**config.mk**
```make
export PLATFORM = sky130hd
export DESIGN_NAME = branch_predict_unit
export DESIGN_NICKNAME = d
export VERILOG_FILES = /design/src/rtl/branch_predict_unit_pkg.sv /design/src/rtl/branch_predict_unit_sat_counter.sv /design/src/rtl/branch_predict_unit.sv
export SDC_FILE = /design/constraint.sdc
export NUM_CORES = 1
export LEC_CHECK = 0
export ABC_CLOCK_PERIOD_IN_PS = 2700
export CORE_ASPECT_RATIO = 0.8
export CORE_MARGIN = 5
export CORE_UTILIZATION = 45
export DETAILED_ROUTE_END_ITERATION = 10
export GPL_ROUTABILITY_DRIVEN = 0
export HOLD_SLACK_MARGIN = 0.1
export PLACE_DENSITY = 0.76
export SYNTH_ARGS = -nofsm -noshare
export SYNTH_HDL_FRONTEND = slang
export SYNTH_SLANG_ARGS = --single-unit
```
**constraint.sdc**
```tcl
create_clock -name clk -period 2.7 [get_ports clk]
set_input_delay 0.81 -clock clk [delete_from_list [all_inputs] [get_ports clk]]
set_output_delay 0.81 -clock clk [all_outputs]
set_load 0.01 [all_outputs]
```
**src/rtl/branch_predict_unit_pkg.sv**
```systemverilog
// Shared definitions for the branch predict unit: opcodes, flush FSM states,
// and the branch-condition decode helpers used at resolve.
package branch_predict_unit_pkg;

  localparam int unsigned OPCODE_W    = 5;
  localparam int unsigned FLUSH_CNT_W = 3;

  localparam logic [OPCODE_W-1:0] OP_BEQZ = 5'b01100;
  localparam logic [OPCODE_W-1:0] OP_BNEZ = 5'b01101;
  localparam logic [OPCODE_W-1:0] OP_BLTZ = 5'b01110;
  localparam logic [OPCODE_W-1:0] OP_BGEZ = 5'b01111;

  typedef enum logic {
    ST_IDLE  = 1'b0,
    ST_FLUSH = 1'b1
  } flush_state_e;

  // True for the four conditional branch opcodes.
  function automatic logic is_branch(input logic [OPCODE_W-1:0] op);
    logic hit;
    hit = 1'b0;
    case (op)
      OP_BEQZ, OP_BNEZ, OP_BLTZ, OP_BGEZ: hit = 1'b1;
      default:                            hit = 1'b0;
    endcase
    return hit;
  endfunction

  // Actual outcome of a branch from the operand flags; 0 for non-branches.
  function automatic logic branch_outcome(input logic [OPCODE_W-1:0] op,
                                          input logic pos,
                                          input logic neg,
                                          input logic zero);
    logic taken;
    taken = 1'b0;
    case (op)
      OP_BEQZ: taken = zero;
      OP_BNEZ: taken = pos | neg;
      OP_BLTZ: taken = neg;
      OP_BGEZ: taken = pos | zero;
      default: taken = 1'b0;
    endcase
    return taken;
  endfunction

endpackage

```
**src/rtl/branch_predict_unit_sat_counter.sv**
```systemverilog
// sat_counter: next-value logic for an up/down saturating counter.
// Ports:
//   cnt        - current counter value
//   en         - step the counter this cycle
//   up         - 1 = increment, 0 = decrement
//   cnt_next_c - next value, clamped to 0 .. all-ones (equals cnt when !en)
module sat_counter #(
  parameter int unsigned WIDTH = 2
) (
  input  logic [WIDTH-1:0] cnt,
  input  logic             en,
  input  logic             up,
  output logic [WIDTH-1:0] cnt_next_c
);

  localparam logic [WIDTH-1:0] CNT_MAX = '1;
  localparam logic [WIDTH-1:0] CNT_MIN = '0;

  // Step in the requested direction unless already at that end of the range.
  always_comb begin
    cnt_next_c = cnt;
    if (en) begin
      if (up) begin
        if (cnt != CNT_MAX) cnt_next_c = cnt + WIDTH'(1);
      end else begin
        if (cnt != CNT_MIN) cnt_next_c = cnt - WIDTH'(1);
      end
    end
  end

endmodule

```
**src/rtl/branch_predict_unit.sv**
```systemverilog
// branch_predict_unit: saturating-counter branch predictor with resolve,
// mispredict detection, multi-cycle flush and performance counters.
// Ports:
//   clk, rst              - clock, synchronous active-high reset
//   fetch_pc / pred_taken - fetch-side lookup (combinational table read)
//   resolve_*             - execute-side branch instruction and carried prediction
//   pos/neg/zero_flag     - operand condition flags
//   branch_taken          - actual outcome (combinational)
//   mispredict, flush     - registered mispredict pulse and pipeline flush
//   branch_count, mispredict_count - saturating perf counters
module branch_predict_unit
  import branch_predict_unit_pkg::*;
#(
  parameter int unsigned IDX_BITS     = 4,
  parameter int unsigned CTR_BITS     = 2,
  parameter int unsigned PC_WIDTH     = 16,
  parameter int unsigned FLUSH_CYCLES = 2,
  parameter int unsigned PERF_WIDTH   = 16
) (
  input  logic                  clk,
  input  logic                  rst,
  input  logic [PC_WIDTH-1:0]   fetch_pc,
  output logic                  pred_taken,
  input  logic                  resolve_valid,
  input  logic [PC_WIDTH-1:0]   resolve_pc,
  input  logic [4:0]            resolve_opcode,
  input  logic                  resolve_pred,
  input  logic                  pos_flag,
  input  logic                  neg_flag,
  input  logic                  zero_flag,
  output logic                  branch_taken,
  output logic                  mispredict,
  output logic                  flush,
  output logic [PERF_WIDTH-1:0] branch_count,
  output logic [PERF_WIDTH-1:0] mispredict_count
);

  localparam int unsigned NUM_ENTRIES = 1 << IDX_BITS;
  // Weakly not-taken: just below the taken threshold (0 for 1-bit counters).
  localparam logic [CTR_BITS-1:0] CTR_INIT = CTR_BITS'((1 << (CTR_BITS - 1)) - 1);

  logic [CTR_BITS-1:0]    bht_q [NUM_ENTRIES];
  logic [CTR_BITS-1:0]    bht_d [NUM_ENTRIES];
  logic [CTR_BITS-1:0]    entry_next_c;

  flush_state_e           state_q, state_d;
  logic [FLUSH_CNT_W-1:0] flush_cnt_q, flush_cnt_d;
  logic                   flush_q, flush_d;
  logic                   mispredict_q, mispredict_d;
  logic [PERF_WIDTH-1:0]  branch_count_q, branch_count_d;
  logic [PERF_WIDTH-1:0]  mispredict_count_q, mispredict_count_d;

  logic [IDX_BITS-1:0]    fetch_idx;
  logic [IDX_BITS-1:0]    resolve_idx;
  logic                   resolve_event_c;
  logic                   unused_pc_bits;

  // 2-byte instructions: bit 0 never selects an entry.
  assign fetch_idx   = fetch_pc[IDX_BITS:1];
  assign resolve_idx = resolve_pc[IDX_BITS:1];
  assign unused_pc_bits = ^{fetch_pc[PC_WIDTH-1:IDX_BITS+1], fetch_pc[0],
                            resolve_pc[PC_WIDTH-1:IDX_BITS+1], resolve_pc[0]};

  // Pre-edge table read; a same-cycle update is intentionally not forwarded.
  assign pred_taken = bht_q[fetch_idx][CTR_BITS-1];

  // Resolve decode; wrong-path resolves during a flush are dropped.
  always_comb begin
    branch_taken    = branch_outcome(resolve_opcode, pos_flag, neg_flag, zero_flag);
    resolve_event_c = resolve_valid & is_branch(resolve_opcode) & ~flush_q;
    mispredict_d    = resolve_event_c & (branch_taken != resolve_pred);
  end

  sat_counter #(.WIDTH(CTR_BITS)) u_entry_ctr (
    .cnt        (bht_q[resolve_idx]),
    .en         (resolve_event_c),
    .up         (branch_taken),
    .cnt_next_c (entry_next_c)
  );

  sat_counter #(.WIDTH(PERF_WIDTH)) u_branch_ctr (
    .cnt        (branch_count_q),
    .en         (resolve_event_c),
    .up         (1'b1),
    .cnt_next_c (branch_count_d)
  );

  sat_counter #(.WIDTH(PERF_WIDTH)) u_mispredict_ctr (
    .cnt        (mispredict_count_q),
    .en         (mispredict_d),
    .up         (1'b1),
    .cnt_next_c (mispredict_count_d)
  );

  // Table write-back; entry_next_c equals the old value when no resolve event.
  always_comb begin
    bht_d              = bht_q;
    bht_d[resolve_idx] = entry_next_c;
  end

  // Flush FSM next-state: FLUSH_CYCLES flush cycles following a mispredict.
  always_comb begin
    state_d     = state_q;
    flush_cnt_d = flush_cnt_q;
    case (state_q)
      ST_IDLE: begin
        if (mispredict_d) begin
          state_d     = ST_FLUSH;
          flush_cnt_d = FLUSH_CNT_W'(FLUSH_CYCLES);
        end
      end
      ST_FLUSH: begin
        if (flush_cnt_q <= FLUSH_CNT_W'(1)) begin
          state_d     = ST_IDLE;
          flush_cnt_d = '0;
        end else begin
          flush_cnt_d = flush_cnt_q - FLUSH_CNT_W'(1);
        end
      end
      default: begin
        state_d     = ST_IDLE;
        flush_cnt_d = '0;
      end
    endcase
    flush_d = (state_d == ST_FLUSH);
  end

  // State registers; reset wins over any concurrent resolve.
  always_ff @(posedge clk) begin
    if (rst) begin
      bht_q              <= '{default: CTR_INIT};
      state_q            <= ST_IDLE;
      flush_cnt_q        <= '0;
      flush_q            <= 1'b0;
      mispredict_q       <= 1'b0;
      branch_count_q     <= '0;
      mispredict_count_q <= '0;
    end else begin
      bht_q              <= bht_d;
      state_q            <= state_d;
      flush_cnt_q        <= flush_cnt_d;
      flush_q            <= flush_d;
      mispredict_q       <= mispredict_d;
      branch_count_q     <= branch_count_d;
      mispredict_count_q <= mispredict_count_d;
    end
  end

  assign mispredict       = mispredict_q;
  assign flush            = flush_q;
  assign branch_count     = branch_count_q;
  assign mispredict_count = mispredict_count_q;

endmodule
```
### Yosys cells after proc, flatten, opt, wreduce, memory -nomap -nowiden

Index checks and enable logic that the tools add are counted.

* add/sub/neg operators: 5
* magnitude comparators: 4
* equal/unequal tests: 9
* mux-type cells: 21
* bitwise operators: 8
* reductions and logical operators: 5

Operator list (number)
* $add A16 B1 Y16 const B: 2
* $bwmux W32: 1
* $ne A16 B16 Y1 const B: 2
* $eq A5 B4 Y1 const B: 4
* $mux W2: 9
* $bmux W2 S4: 2
* $ge A5 B5 Y1 const B: 2
* $not A4 Y5: 2
* $demux W2 S4: 1
* $mux W3: 2
* $pmux W3 S2: 1
* $lt A5 B1 Y1 const B: 1
* $ne A2 B2 Y1 const B: 2
* $pmux W1 S4: 1
* $reduce_and A2 Y1: 2
* $reduce_or A4 Y1: 1
* $and A1 B1 Y1: 3
* $le A3 B1 Y1 const B: 1
* $mux W1: 3
* $sub A3 B1 Y3 const B: 1
* $add A2 B1 Y2 const B: 1
* $or A1 B1 Y1: 2
* $pmux W1 S2: 1
* $reduce_bool A2 Y1: 1
* other kinds (4): 4

* bits in registers: 69
* input bits: 44
* output and inout port bits: 36
* word-level logic and storage cells: 73

### Logic depth before layout (Yosys ltp)

Gate-level depths: netlist of the first run.

* word-level depth: 9
* depth in mapped cells: 9
* gate-level depth less buffers: 7

### Cells and area by module

A second synthesis of the first run with hierarchy kept.

* cells, all modules: 546
* area, all modules: 4653.2 um2

By module, submodules not included
* branch_predict_unit: instances 1, cells an instance 259, area each 2788.9 um2
* sat_counter (u_branch_ctr ...): instances 2, cells an instance 139, area each 900.9 um2
* sat_counter (u_entry_ctr): instances 1, cells an instance 9, area each 62.6 um2

### Worst setup path after synthesis of the first run

No wires, ideal clock.

* kind: input to register
* start: input port resolve_opcode[4]
* end: register mispredict_count_q[13], in the netlist mispredict_count[13]
* setup time: 121 ps
* arrival: 2545 ps
* required time: 2579 ps
* slack: 35 ps
* stages on the path: 7
* cell sequence: and3b_4 > and3_4 > or3b_4 > a21o_1 > buf_6 > nor4b_1 > mux2_2

* word-level cells in the longest chain between the ends: 7
* elaborated cells between the ends (all ways): 12
* classes of those cells: eq/ne: 5; mux: 2; bitwise: 3; reduce/logical: 2

Ends and longest elaborated chain
* start: declaration: RTL line branch_predict_unit.sv:26 `input logic [4:0] resolve_opcode,`
* $eq A5 B4 Y1: RTL line branch_predict_unit_pkg.sv:22, branch_predict_unit_pkg.sv:36
* $reduce_or A4 Y1: RTL line branch_predict_unit_pkg.sv:22 `case (op)`
* $mux W1: RTL line branch_predict_unit_pkg.sv:22
* $and A1 B1 Y1 (2 in a row): RTL line branch_predict_unit.sv:70 `resolve_event_c = resolve_valid & is_branch(resolve_opcode) & ~flush_q;`
* $and A1 B1 Y1 *: RTL line branch_predict_unit.sv:71 `mispredict_d = resolve_event_c & (branch_taken != resolve_pred);`
* $reduce_and A2 Y1 (no source line) *
* end signal: assignment: RTL line branch_predict_unit.sv:145 `mispredict_count_q <= mispredict_count_d;`
* end: declaration: RTL line branch_predict_unit.sv:51 `logic [PERF_WIDTH-1:0] mispredict_count_q, mispredict_count_d;`

Mark *: on every way between the ends. The rest lies on a longest branch, timed or not.
A chain may end at the register's enable or synchronous reset.

### Final worst setup path of the first run

* start: input port fetch_pc[1]
* end: output port pred_taken

* word-level cells in the longest chain between the ends: 4

Ends and longest elaborated chain
* start: declaration: RTL line branch_predict_unit.sv:22 `input logic [PC_WIDTH-1:0] fetch_pc,`
* $not A4 Y5 (implied by the code): RTL line branch_predict_unit.sv:65 `assign pred_taken = bht_q[fetch_idx][CTR_BITS-1];`
* $bmux W2 S4: RTL line branch_predict_unit.sv:65
* $mux W2 (implied by the code) (2 in a row): RTL line branch_predict_unit.sv:65
* end: declaration: RTL line branch_predict_unit.sv:23 `output logic pred_taken,`

Every way passes these cells. The select of a mux whose other input is x is not followed.

==> impl_metrics.csv, run 1 <==
group,metric,value,unit
timing,tns,-0.316,ns
global_route,grt_pass1_wl,15.3,mm
worst_setup_path,r2r_slack,0.46,ns
finish,num_antenna_cells,0,
logic_synthesis,syn_area,3490,um2
route,drt.antenna.violating_nets,0,
worst_setup_path,critPathRequiredTime,1.89,ns
cts,clkTransAtPathRegs,0.07,ns
status,violations,"setup timing",
placement,io_buffers,55,
logic_synthesis,synth_edf_count,0,
logic_synthesis,yosys.area.top_type_share,0.396,
finish,synthToLayoutAreaGrowth,34.5,%
cts,numCtsBuffers,9,
timing,fmax,354,MHz
floorplan,die_height,88.8,um
finish,utilization,0.629,
cts,cts_tree,"built",
timing,final-max-slew-violation-count,0,
route,drc,0,
worst_setup_path,crit_start,"fetch_pc[1]",
route,wirelength,9.33,mm
logic_synthesis,syn_nets,440,
timing,setup_ws,-0.121,ns
logic_synthesis,async_reset_ff_frac,0,
logic_synthesis,ys.flop_type,"dfxtp_1",
pwr,peakVddDrop,0.249,mV
logic_synthesis,synth_compound_area_frac,0.187,
cts,clk_latency,0.35,ns
finish,fillers,668,
worst_setup_path,reg2reg_to,"branch_count[7]$_SDFFE_PP0P_",
worst_setup_path,worstSetupStartpointType,"input port",
logic_synthesis,yosysWarnings,0,
timing,hold_viol,0,
route,vias,3367,
worst_setup_path,critPathCaptureType,"output port",
run,max_cap_violations,0,
timing,timing.final.crit_share,1.04,
timing,tightest_slew,0.988,ns
timing,fin_crit,2.82,ns
worst_setup_path,rr_startpoint,"branch_count[3]$_SDFFE_PP0P_",
worst_setup_path,crit_path_end,"pred_taken",
logic_synthesis,synth_cell_type_count,51,
logic_synthesis,synth_area_per_cell,8.90,um2
logic_synthesis,synth_common_cells,"69 x dfxtp_1, 56 x nor2_1, 28 x nor3_1",
timing,fin_skew,0.0100,ns
placement,hpwl,6.63,mm
cts,cts.sink_count,69,
worst_setup_path,crit_arrival,2.01,ns
logic_synthesis,synth-simple-area-share,0.222,
global_route,grt_antenna_before_repair,0,
timing,rsz0062_at_grt,"true",
route,routedWlPerCell,15.6,um
worst_setup_path,reg2reg_depth,6,
logic_synthesis,synth.most_common_cell,"dfxtp_1",
floorplan,dieArea,9620,um2
global_route,grt-ovfl-total,0,
route,drt_iter0_markers,185,
floorplan,row_count,28,
pwr,power_density,447,nW/um2
route,dr.pass1.iters,4,
logic_synthesis,synthCells,392,
worst_setup_path,crit_type,"in2out",
floorplan,core_area,7460,um2
finish,seq_area,1380,um2
worst_setup_path,worstPathMaxFanout,4,
logic_synthesis,yosys-top-cells-area,"dfxtp_1 40%, nor2_1 6.0%, mux4_2 5.8%",
route,vias_per_cell,5.65,
timing,finalSetupViolCount,9,
logic_synthesis,yosys.area.top_type,"dfxtp_1",
finish,multi_input_area,2010,um2
floorplan,start_util,0.467,
global_route,grt_pass1_vias,3247,
logic_synthesis,synth.area.mux_share,0.0997,
logic_synthesis,synth.ff_latch_count,69,
cts,clockBufferDepth,2,
logic_synthesis,synth_fa_ha_area_frac,0.0143,
global_route,grt_max_degree,30,
logic_synthesis,synth-seq-area-share,0.396,
logic_synthesis,synth-xor-area-share,0.0402,
timing,relSlewSlack,0.336,
finish,drive_gt1_frac,0.191,
status,status,"finished with violations",
global_route,grtUsageTotal,0.201,
floorplan,die_w,108,um
pwr,cellLeakagePower,0.00167,uW
finish,fin_nets,535,
cts,ctsHtreeMaxLevel,3,
logic_synthesis,synth_top_family_by_area,"simple AND/OR/NAND/NOR gates",
min_path,hold_path_class,"reg2reg",
cts,clockRootBuffer,"clkbuf_8",
floorplan,ios,80,
routing by layer:
layer,share of wire,track usage
met2,0.47,0.330
met5,0,0
met1,0.46,0.256
met4,0.014,0.0596
met3,0.063,0.0642
state kept, by name (all words and copies together) (netlist names):
register	flops
mispredict_count	16
bht_q	32
flush	1
branch_count	16
mispredict	1
flush_cnt_q	3
power by group:
part	leakage [uW]	switching, uW	internal, uW
logic	0.00102	133	130
registers	0.000558	10.8	1030
clock network	0.0000875	371	422
total	0.00167	515	1580
logic make-up (layout without fill, tap and decap cells):
family                     Yosys count  after routing
xor gates and xnor gates            16             16
DFF                                 69             69
buffers and inverters               30            129
and+or+nand+nor                    154            154
AOI/OAI and AO/OA                   96             96
adders and majority gates            4              4
muxes                               23             23
timing repair:
action                                  CTS  global route
hold buffers                              0             0
endpoints found under the setup margin   38            12
resized for setup                        36            11
hold endpoints to repair                  0             0
pin swaps                                 7             4
setup buffers                             3             2
cloned                                    1             0
how the worst min path moves through the flow:
stage                                 startpoint                           endpoint  slack, ns  cells past startpoint
2_1_floorplan              bht_q[9]$_SDFFE_PP0P_              bht_q[9]$_SDFFE_PP0P_       0.48                      2
5_1_grt        mispredict_count[14]$_SDFFE_PP0P_  mispredict_count[14]$_SDFFE_PP0P_       0.54                      2
3_3_place_gp    mispredict_count[9]$_SDFFE_PP0P_   mispredict_count[9]$_SDFFE_PP0P_       0.48                      2
6_report       mispredict_count[14]$_SDFFE_PP0P_  mispredict_count[14]$_SDFFE_PP0P_       0.50                      2
4_1_cts        mispredict_count[14]$_SDFFE_PP0P_  mispredict_count[14]$_SDFFE_PP0P_       0.50                      2
3_5_place_dp   mispredict_count[14]$_SDFFE_PP0P_  mispredict_count[14]$_SDFFE_PP0P_       0.49                      2
cell type report:
class,instances,share of cell area
Timing Repair Buffer,103,0.203
Tap cell,105,0.0280
Clock inverter,2,0.00747
Clock buffer,13,0.0296
Sequential cell,69,0.294
Multi-Input combinational cell,293,0.429
Inverter,11,0.00880
critical path: stages:
cell,delay [ns]
buf_12,0.09
mux4_2,0.49
mux4_2,0.49
buf_6,0.14
layout by cell type (no fill, tap or decap), types with 6 or more instances in the layout:
cell type / Yosys / layout
nand3_1: 13 / 13
clkdlybuf4s50_1: 0 / 40
mux2i_1: 10 / 8
inv_1: 11 / 11
xor2_1: 8 / 8
o31ai_1: 7 / 7
a21oi_1: 19 / 19
nor3_1: 28 / 28
nand2_1: 19 / 19
a31oi_1: 19 / 18
clkbuf_8: 0 / 9
nor2_1: 56 / 55
buf_4: 2 / 43
xnor2_1: 8 / 8
a211oi_1: 16 / 15
o21ai_0: 11 / 10
mux4_2: 9 / 9
or3_1: 6 / 6
dfxtp_1: 69 / 69
dlygate4sd2_1: 0 / 8
metrics by stage:
step                hold WS, ns  setup WS [ns]  area, um2  cells  total power, uW
floorplan                 0.484         0.0345       3490    392             1200
global placement          0.480          -1.03       4400    575             1300
detailed placement        0.494          -1.06       4400    575             1300
CTS                       0.502         -0.133       4660    594             2110
global route              0.538         -0.144       4690    596             2180
finish                    0.503         -0.121       4690    596             2100
(Power assumes the default switching activity.)
==> run 2, diff against run 1 <==
CAP_MARGIN = 15   (was not set)
CORE_ASPECT_RATIO = 1.5   (was 0.8)
==> run 2 against run 1 <==
Net effect: the flow still finishes with violations (setup timing); sequential share of layout area fell by 0.17 points; utilization down 0.88 points; non-clock buffer count shrank 5; worst hold slack lost 0.0070 ns; final area increased by 0.59%; critical path type unchanged.
==> impl_metrics.csv, run 2 (synthesis gave the netlist of run 1 again) <==
group,metric,value,unit
worst_setup_path,critPathSlowestCell,"mux4_2",
finish,regMostFlops,"bht_q",
timing,hold_ws,0.496,ns
timing,hold_viol,0,
finish,mostFrequentLayoutCells,"69 x dfxtp_1, 54 x nor2_1, 40 x clkdlybuf4s50_1, 38 x buf_4, 28 x nor3_1",
timing,tightest_slew,0.610,ns
worst_setup_path,critPathCaptureType,"output port",
placement,io_buffers,55,
route,routedWlPerCell,15.6,um
route,drt.antenna.violating_nets,0,
finish,multi_input_area,2000,um2
cts,clk_latency,0.33,ns
finish,num_antenna_cells,0,
route,dr.pass1.iters,7,
route,vias_per_cell,5.70,
worst_setup_path,critPathRequiredTime,1.89,ns
floorplan,dieArea,9650,um2
timing,final-max-slew-violation-count,0,
finish,final_common_cell,"dfxtp_1",
worst_setup_path,cp_num_buf_inv,2,
timing,rsz0062_at_grt,"true",
global_route,grt_antenna_before_repair,0,
floorplan,die_w,81.9,um
cts,numCtsBuffers,9,
finish,utilization,0.620,
pwr,power_switching,568,uW
worst_setup_path,worstPathMaxFanout,4,
pwr,p_clk_frac,0.470,
floorplan,core_area,7610,um2
cts,ctsHtreeMaxLevel,3,
floorplan,row_count,39,
finish,drive_gt1_frac,0.185,
pwr,cellLeakagePower,0.00167,uW
finish,fin_nets,530,
route,vias,3351,
timing,fmax,356,MHz
status,violations,"setup timing",
cts,clockBufferDepth,2,
pwr,pwr-share-seq,0.431,
finish,seq_area,1380,um2
worst_setup_path,slowest_delay,0.49,ns
timing,relSlewSlack,0.593,
route,wirelength,9.16,mm
timing,setup_ws,-0.110,ns
route,drc,0,
timing,timing.final.crit_share,1.04,
cts,cts.sink_count,69,
finish,largest_reg_flops,32,
global_route,grt-ovfl-total,0,
pwr,intPower,1850,uW
status,status,"finished with violations",
timing,finalSetupViolCount,1,
floorplan,start_util,0.458,
route,drt_iter0_markers,194,
floorplan,ios,80,
min_path,min_from,"mispredict_count[9]$_SDFFE_PP0P_",
worst_setup_path,crit_arrival,2.00,ns
worst_setup_path,crit_path_cell_trace,"buf_12 -> mux4_2 -> mux4_2 -> buf_6",
pwr,peakVddDrop,0.330,mV
global_route,grtUsageTotal,0.200,
timing,tns,-0.110,ns
pwr,power_density,513,nW/um2
pwr,p_sw_frac,0.234,
global_route,grt_pass1_vias,3246,
global_route,grt_pass1_wl,15.2,mm
floorplan,die_height,118,um
worst_setup_path,rr_startpoint,"bht_q[2]$_SDFFE_PP1P_",
cts,clockRootBuffer,"clkbuf_16",
timing,fin_crit,2.81,ns
worst_setup_path,crit_type,"in2out",
worst_setup_path,critPathTopFamily,"multiplexers",
pwr,pwr-share-comb,0.099,
global_route,grt_max_degree,44,
worst_setup_path,worstSetupStartpointType,"input port",
pwr,p_total,2420,uW
finish,synthToLayoutAreaGrowth,35.3,%
cts,holdBufCountCts,0,
placement,hpwl,6.66,mm
cts,clkTransAtPathRegs,0.06,ns
timing,fin_skew,0.00735,ns
finish,fillers,655,
min_path,hold_path_class,"reg2reg",
cts,cts_tree,"built",
worst_setup_path,crit_start,"fetch_pc[1]",
run,max_cap_violations,0,
worst_setup_path,critPathMostFrequentCell,"mux4_2",
[run 2: changes by cell type in the layout (fill, tap and decap cells not counted), moves of 2 or more]
cell,previous run,this run
clkbuf_16,0,9
clkbuf_8,9,0
mux2i_2,2,0
clkbuf_1,4,2
buf_4,43,38
clkinvlp_4,0,2
[run 2: power groups by stage]
stage	sequential [uW]	combinational, uW	clock [uW]
2_1_floorplan	1060	134	0
3_5_place_dp	1070	236	0
6_report	1040	241	1140
5_1_grt	1050	259	1210
3_3_place_gp	1070	231	0
4_1_cts	1040	239	1160
[run 2: path summary, 6_finish.rpt]
path	slack, ns	cells after the start	endpoint
worst max-delay path	-0.11	4	pred_taken
worst min-delay path	0.50	2	mispredict_count[9]$_SDFFE_PP0P_
worst max register to register	0.70	8	bht_q[20]$_SDFFE_PP1P_
worst min register to register	0.50	2	mispredict_count[9]$_SDFFE_PP0P_
[run 2: area by class of cell]
class / instances / area share
Sequential cell: 69 / 0.293
Tap cell: 102 / 0.0270
Multi-Input combinational cell: 293 / 0.423
Timing Repair Buffer: 98 / 0.188
Clock buffer: 11 / 0.0493
Clock inverter: 4 / 0.0106
Inverter: 11 / 0.00875
[run 2: tightest hold or removal path, stage by stage (launching register included)]
cell	delay, ns
dfxtp_1	0.33
o31ai_1	0.07
a21oi_1	0.06
[run 2: repair_timing]
action                                  CTS  global route
gates cloned                              0             0
endpoints found under the setup margin   47            19
buffers inserted                          1             0
resized for setup                        39             6
pin swaps                                10             0
[run 2: metrics by stage]
stage	cell area [um2]	setup WS [ns]	std cells
final	4720	-0.110	588
after global placement	4390	-1.01	571
after floorplan	3490	0.0345	392
after detailed placement	4390	-1.04	571
after global routing	4720	-0.136	588
after CTS	4710	-0.124	587
[run 2: per-layer routing]
layer	wire length, um	part of all wire	up-vias	global-route usage
met5	0	0	-	0
met4	465	0.051	0	0.128
met3	466	0.051	33	0.0345
met2	4520	0.49	127	0.325
met1	3710	0.40	1545	0.235
li1	-	-	1646	-
==> run 3, diff against run 2 <==
CAP_MARGIN = 20   (was 15)
==> results of run 3 <==
Final layout, timing and power as in run 2 (identical DEF).
